--- src/rtl/chronologic.sv ---
// -----------------------------------------------------------------------------
// chronologic
//   Run-time checker for the rule "while signal_a is high, signal_b must stay
//   low". On every rising clock edge the pair of inputs is sampled and the
//   cycle is classified as pass, fail or idle. The block keeps saturating
//   pass/fail counts, a sticky error flag and the cycle stamp of the first
//   failure since the last clear. All outputs are registered (1-cycle latency).
//
//   Optional feature macro: CHRONOLOGIC_PASS_CNT_EN
//     defined     -> pass_cnt_o is a real saturating counter
//     not defined -> pass_cnt_o is tied to zero and no pass counter exists
//
// Parameters
//   CNT_W  width of pass_cnt_o / fail_cnt_o (saturating)
//   TS_W   width of the free-running cycle stamp and first_fail_cyc_o
//
// Ports
//   clk_i             rising-edge clock
//   reset_i           synchronous, active-high reset
//   chk_en_i          1 = checking enabled, 0 = no attempts started
//   signal_a_i        guard signal, check active while high
//   signal_b_i        must be low whenever signal_a_i is high
//   clr_err_i         clears err_sticky_o, first_fail_vld_o, first_fail_cyc_o
//   pass_pulse_o      previous sampled cycle passed
//   fail_pulse_o      previous sampled cycle failed
//   pass_cnt_o        saturating count of passing cycles (0 without macro)
//   fail_cnt_o        saturating count of failing cycles
//   err_sticky_o      set on any failure, held until clr_err_i or reset_i
//   first_fail_vld_o  first_fail_cyc_o holds a valid stamp
//   first_fail_cyc_o  cycle stamp of the first failure since the last clear
// -----------------------------------------------------------------------------
module chronologic #(
    parameter int CNT_W = 16,
    parameter int TS_W  = 32
) (
    input  logic             clk_i,
    input  logic             reset_i,
    input  logic             chk_en_i,
    input  logic             signal_a_i,
    input  logic             signal_b_i,
    input  logic             clr_err_i,
    output logic             pass_pulse_o,
    output logic             fail_pulse_o,
    output logic [CNT_W-1:0] pass_cnt_o,
    output logic [CNT_W-1:0] fail_cnt_o,
    output logic             err_sticky_o,
    output logic             first_fail_vld_o,
    output logic [TS_W-1:0]  first_fail_cyc_o
);

    localparam logic [CNT_W-1:0] CNT_ZERO = {CNT_W{1'b0}};
    localparam logic [CNT_W-1:0] CNT_MAX  = {CNT_W{1'b1}};
    localparam logic [CNT_W-1:0] CNT_ONE  = CNT_W'(1);
    localparam logic [TS_W-1:0]  TS_ZERO  = {TS_W{1'b0}};
    localparam logic [TS_W-1:0]  TS_ONE   = TS_W'(1);

    logic             unknown_s;
    logic             pass_s;
    logic             fail_s;

    logic [TS_W-1:0]  cyc_q,        cyc_d;
    logic             pass_pulse_q, pass_pulse_d;
    logic             fail_pulse_q, fail_pulse_d;
    logic [CNT_W-1:0] fail_cnt_q,   fail_cnt_d;
    logic             err_q,        err_d;
    logic             ff_vld_q,     ff_vld_d;
    logic [TS_W-1:0]  ff_cyc_q,     ff_cyc_d;

    // Classify the current sample. An unknown level on either monitored
    // signal is treated as a violation; in synthesis the unknown test folds
    // to 0 and only the two-state rule remains.
    always_comb begin
        unknown_s = ((signal_a_i !== 1'b0) && (signal_a_i !== 1'b1)) ||
                    ((signal_b_i !== 1'b0) && (signal_b_i !== 1'b1));
        if (chk_en_i == 1'b1) begin
            fail_s = unknown_s | (signal_a_i & signal_b_i);
            pass_s = ~unknown_s & signal_a_i & ~signal_b_i;
        end else begin
            fail_s = 1'b0;
            pass_s = 1'b0;
        end
    end

    // Next-state logic for the stamp counter, pulses, fail counter and flags.
    always_comb begin
        cyc_d        = cyc_q + TS_ONE;
        pass_pulse_d = pass_s;
        fail_pulse_d = fail_s;
        fail_cnt_d   = fail_cnt_q;
        err_d        = err_q;
        ff_vld_d     = ff_vld_q;
        ff_cyc_d     = ff_cyc_q;

        if (fail_s && (fail_cnt_q != CNT_MAX)) begin
            fail_cnt_d = fail_cnt_q + CNT_ONE;
        end else begin
            fail_cnt_d = fail_cnt_q;
        end

        // A failure in the same cycle as a clear wins over the clear.
        if (fail_s) begin
            err_d = 1'b1;
        end else if (clr_err_i) begin
            err_d = 1'b0;
        end else begin
            err_d = err_q;
        end

        // The clear discards any held stamp, so a coincident failure reloads.
        if (fail_s && (!ff_vld_q || clr_err_i)) begin
            ff_vld_d = 1'b1;
            ff_cyc_d = cyc_q;
        end else if (clr_err_i) begin
            ff_vld_d = 1'b0;
            ff_cyc_d = TS_ZERO;
        end else begin
            ff_vld_d = ff_vld_q;
            ff_cyc_d = ff_cyc_q;
        end
    end

    // State registers with synchronous reset.
    always_ff @(posedge clk_i) begin
        if (reset_i) begin
            cyc_q        <= TS_ZERO;
            pass_pulse_q <= 1'b0;
            fail_pulse_q <= 1'b0;
            fail_cnt_q   <= CNT_ZERO;
            err_q        <= 1'b0;
            ff_vld_q     <= 1'b0;
            ff_cyc_q     <= TS_ZERO;
        end else begin
            cyc_q        <= cyc_d;
            pass_pulse_q <= pass_pulse_d;
            fail_pulse_q <= fail_pulse_d;
            fail_cnt_q   <= fail_cnt_d;
            err_q        <= err_d;
            ff_vld_q     <= ff_vld_d;
            ff_cyc_q     <= ff_cyc_d;
        end
    end

`ifdef CHRONOLOGIC_PASS_CNT_EN
    logic [CNT_W-1:0] pass_cnt_q, pass_cnt_d;

    // Saturating pass counter next state.
    always_comb begin
        if (pass_s && (pass_cnt_q != CNT_MAX)) begin
            pass_cnt_d = pass_cnt_q + CNT_ONE;
        end else begin
            pass_cnt_d = pass_cnt_q;
        end
    end

    // Pass counter register with synchronous reset.
    always_ff @(posedge clk_i) begin
        if (reset_i) begin
            pass_cnt_q <= CNT_ZERO;
        end else begin
            pass_cnt_q <= pass_cnt_d;
        end
    end

    assign pass_cnt_o = pass_cnt_q;
`else
    assign pass_cnt_o = CNT_ZERO;
`endif

    assign pass_pulse_o     = pass_pulse_q;
    assign fail_pulse_o     = fail_pulse_q;
    assign fail_cnt_o       = fail_cnt_q;
    assign err_sticky_o     = err_q;
    assign first_fail_vld_o = ff_vld_q;
    assign first_fail_cyc_o = ff_cyc_q;

endmodule

--- config.mk ---
export PLATFORM = sky130hd
export DESIGN_NAME = chronologic
export DESIGN_NICKNAME = d
export VERILOG_FILES = /design/src/rtl/chronologic.sv
export SDC_FILE = /design/constraint.sdc
export NUM_CORES = 1
export LEC_CHECK = 0
export BUFFER_PORTS_ARGS = -buffer_cell sky130_fd_sc_hd__buf_2
export CAP_MARGIN = 25
export CORE_ASPECT_RATIO = 1.2
export CORE_MARGIN = 1.5
export CORE_UTILIZATION = 49
export DETAILED_ROUTE_END_ITERATION = 7
export PLACE_DENSITY = 0.81
export SETUP_SLACK_MARGIN = 0.5
export SLEW_MARGIN = 20
export SYNTH_ARGS = -nofsm -noshare
export SYNTH_HDL_FRONTEND = slang
export SYNTH_SLANG_ARGS = --single-unit
--- constraint.sdc ---
create_clock -name clk_i -period 3.3 [get_ports clk_i]
set_input_delay 0 -clock clk_i [delete_from_list [all_inputs] [get_ports clk_i]]
set_output_delay 0 -clock clk_i [all_outputs]
set_load 0.005 [all_outputs]
### Yosys cells after proc, flatten, opt, wreduce, memory -nomap -nowiden

Cells that the tools add are included.

| storage, ports and cells | value |
|---|---|
| bits in writable memories | 0 |
| memories kept | 0 |
| latch bits | 0 |
| bits in registers | 84 |
| word-level logic and storage cells | 37 |
| memory bits (read-only) | 0 |

| cells by class | value |
|---|---|
| multiply operators | 0 |
| add/subtract/negate cells | 2 |
| eq/ne operators | 5 |
| divide/modulo/power cells | 0 |
| multiplexer cells | 6 |
| reduce and logical (&&, ||, !) cells | 10 |
| shifts and indexed selects | 0 |
| $lt $le $gt $ge | 0 |
| bitwise logic cells | 7 |

Operators with widths:

| kind | number |
|---|---|
| 2-to-1 mux 32 bit | 2 |
| adder 32 x 1 -> 32 bit, second input constant | 1 |
| adder 16 x 1 -> 16 bit, second input constant | 1 |
| != test 16 bit, second input constant | 1 |
| logical AND 1 bit | 4 |
| 2-to-1 mux 1 bit | 4 |
| !== test 1 bit, second input constant | 4 |
| nonzero test 2 bit | 2 |
| bitwise AND 1 bit | 3 |
| NOT 1 bit | 3 |
| logical OR 1 bit | 2 |
| OR reduction 2 bit | 1 |
| logical NOT 1 bit | 1 |
| bitwise OR 1 bit | 1 |

### Longest topological paths before layout

| depth | value |
|---|---|
| depth after elaboration | 7 |
| mapped depth | 6 |
| gate-level depth less buffers | 5 |

### Least setup slack after synthesis

Ideal clock, no wire load.

| path | value |
|---|---|
| kind | register to register |
| from | register cyc_q[0] |
| to | register cyc_q[20] |
| clock period less this slack | 2.011 ns |
| setup slack | 1.289 ns |
| stages on the path, launching flop included | 6 |
| buffers on the path | 0 |
| required time | 3.230 ns |
| data arrival time | 1.940 ns |
| cells stage by stage | dfxtp_1 > ha_1 > nand4_1 > or4_1 > or4_2 > a21oi_1 |

| between the ends | value |
|---|---|
| word-level cells in the longest chain between the ends | 1 |

RTL lines:

| what | RTL line | text |
|---|---|---|
| start, declared | 61 | `logic [TS_W-1:0] cyc_q, cyc_d;` |
| start signal, assigned | 133 | `cyc_q <= cyc_d;` |
| adder 32 x 1 -> 32 bit | 86 | `cyc_d = cyc_q + TS_ONE;` |

No other way between the ends.
A chain may end at the register's enable or synchronous reset.

### Final worst setup path

| path | value |
|---|---|
| from | register cyc_q[0] |
| to | register cyc_q[22] |

Same word-level chain as after synthesis.

==> impl_metrics.env <==
export IMPL_antenna_cells=0
export IMPL_die_w_um=82.5
export IMPL_synth_seq_cells=84
export IMPL_viasPerCell=5.88
export IMPL_via_count=3448
export IMPL_start_util=0.510
export IMPL_worst_setup_path_end_kind="flip-flop"
export IMPL_slew_viol_final=0
export IMPL_status="completed"
export IMPL_drtIter0Drc=146
export IMPL_dp_hpwl_um=5490
export IMPL_core_area_sq_um=7270
export IMPL_cts_resized=0
export IMPL_ff_latch_area_sq_um=1680
export IMPL_drt_pass1_iterations=4
export IMPL_synth_area_sq_um=3710
export IMPL_final_nets=500
export IMPL_tightest_slew_ns=0.925
export IMPL_synth_largest_area_cell="dfxtp_1"
export IMPL_cp_required_ns=3.59
export IMPL_relSlewSlack=0.383
export IMPL_n_fill_cell=665
export IMPL_drive_above_1_share=0.177
export IMPL_cts_buffers=9
export IMPL_final_min_clock_period_ns=2.44
export IMPL_fp_dieH_um=98.4
export IMPL_fin_crit_sh=0.739
export IMPL_power_density_nw_per_um2=451
export IMPL_grt_pass1_vias=3030
export IMPL_grt_ovfl_total=0
export IMPL_pin_count=74
export IMPL_path_class="flip-flop to flip-flop"
export IMPL_fmax_mhz=410
export IMPL_routabilityCongestion=0.850
export IMPL_grt_max_degree=53
export IMPL_synth_common_cells="dfxtp_1, a21oi_1, nand2_1"
export IMPL_clk_insertion_delay_late_ns=0.36
export IMPL_grt_first_pass_wirelength_um=13300
export IMPL_min_path_type="input pin to flip-flop"
export IMPL_grt_use_total=0.209
export IMPL_drc_errors=0
export IMPL_wirelength_um=8170
export IMPL_path_clk_slew_ns=0.08
export IMPL_cts_tree="yes"
export IMPL_cts_sinks=84
export IMPL_startpoint_type="flip-flop"
export IMPL_crit_arrival_ns=2.73
export IMPL_ir_drop_v=0.000318
export IMPL_multi_input_area_sq_um=1840
export IMPL_cts_max_path_buffers=2
export IMPL_antenna_found_initial=0
export IMPL_num_rows=34
export IMPL_hold_viol_final=0
export IMPL_ys_seq_area_frac=0.453
export IMPL_wl_per_cell_um=13.9
export IMPL_power_mw=1.91
export IMPL_tns_ns=0
export IMPL_portBuffers=57
export IMPL_async_flop_share=0
export IMPL_syn_avg_cell_area_sq_um=8.34
export IMPL_drv_cap=0
export IMPL_htreeDepth=3
export IMPL_fin_worst_skew_ns=0.00714
export IMPL_dieArea_sq_um=8110
export IMPL_ys_flop_type="dfxtp_1"
export IMPL_yosys_warnings=0
export IMPL_setup_violations_final=0
export IMPL_postCtsSetupBuffers=0
export IMPL_synth_cells=445
export IMPL_final_antenna_net_count=0
export IMPL_crit_fanout=15
export IMPL_rsz0062_at_grt="false"
export IMPL_synth_area_leaders="dfxtp_1, a21oi_1, nand3_1, nand2_1, or4_1"
export IMPL_synth_cell_types=41
export IMPL_area_growth_syn_to_layout_pct=13.9
export IMPL_yosysMostFrequentCell="dfxtp_1"
export IMPL_synth_top_area_frac=0.453
export IMPL_p_leak_nw=1.53
export IMPL_synth_edf_count=0
export IMPL_clockRootBuffer="clkbuf_8"
[cells in the final DEF (no fill, tap or decap), drive strengths merged, types with 3 or more instances in the layout]
master	netlist	routed
dfxtp	84	84
a21oi	67	67
buf	20	61
nand2	52	52
nand3	50	50
or4	25	25
o31ai	19	19
nor2	16	16
conb	1	16
nand4	14	14
clkbuf	23	11
o21ai	10	10
or3	8	8
inv	7	7
nor3	6	6
xnor2	6	6
and3	5	5
xor2	5	5
and4	5	5
nor4	5	5
dlygate4sd3	0	3
[critical path: stages, from the launching register on]
cell     delay, ns
dfxtp_1       0.41
ha_1          0.26
nand4_1       0.26
or4_1         0.68
or4_2         0.60
a21oi_1       0.16
[what timing repair did]
item / 4_1_cts / 5_1_grt
hold endpoints to repair: 2 / 0
hold buffers: 3 / 0
endpoints found under the setup margin: 0 / 0
[through the flow]
step | std cells | cell area (sq um) | worst slack (ns) | hold WS, ns | util
after floorplan | 460 | 3770 | 1.29 | 0.0766 | -
after global placement | 568 | 3970 | 0.985 | 0.203 | 0.546
after detailed placement | 568 | 3970 | 0.875 | 0.214 | 0.546
after CTS | 586 | 4230 | 0.852 | 0.00231 | 0.581
after global routing | 586 | 4230 | 0.687 | 0.0348 | 0.581
final | 586 | 4230 | 0.863 | 0.0157 | 0.581
[per-layer routing]
metal  up-vias  share of wire  GRT usage  wire length [um]
li1       1686              -          -                 -
met1      1635           0.44      0.254              3600
met2       110           0.48      0.348              3900
met3        17          0.059     0.0336               480
met4         0          0.024      0.103               195
met5         -              0          0                 0
[flip-flops by register name, indices dropped and copies added, names as in the netlist]
| register | cells |
|---|---|
| cyc_q | 32 |
| err_sticky_o | 1 |
| fail_cnt_o | 16 |
| fail_pulse_o | 1 |
| first_fail_cyc_o | 32 |
| first_fail_vld_o | 1 |
| pass_pulse_o | 1 |
[cell families (layout without fill, tap and decap cells)]
logic type,Yosys count,after routing,synth area share
xor gates and xnor gates,11,11,0.0260
DFF,84,84,0.453
AOI/OAI and AO/OA,101,101,0.154
and+or+nand+nor,194,194,0.285
adders and majority gates,2,2,0.00674
buffers and inverters,51,87,0.0711
other,1,16,0.00101
muxes,1,1,0.00270
[worst paths after layout]
check | cells past startpoint | startpoint | to | slack, ns
worst max register to register | 5 | cyc_q[0] | cyc_q[22] | 0.86
worst min register to register | 2 | first_fail_cyc_o[28] | first_fail_cyc_o[28] | 0.47
worst min-delay path | 3 | signal_a_i | fail_pulse_o | 0.02
worst max-delay path | 5 | cyc_q[0] | cyc_q[22] | 0.86
[final cells by class]
| type | count | share of cell area |
|---|---|---|
| multi-input combinational | 325 | 0.434 |
| sequential | 84 | 0.398 |
| timing repair buffer | 64 | 0.0817 |
| clock buffer | 11 | 0.0358 |
| tap | 90 | 0.0266 |
| clock inverter | 4 | 0.0172 |
| inverter | 8 | 0.00710 |
[where the power goes]
part / switching, mW / internal (mW)
Combinational: 0.0465 / 0.0155
Clock: 0.358 / 0.462
Sequential: 0.00616 / 1.02
No activity file was read; power rests on OpenSTA's default activity.
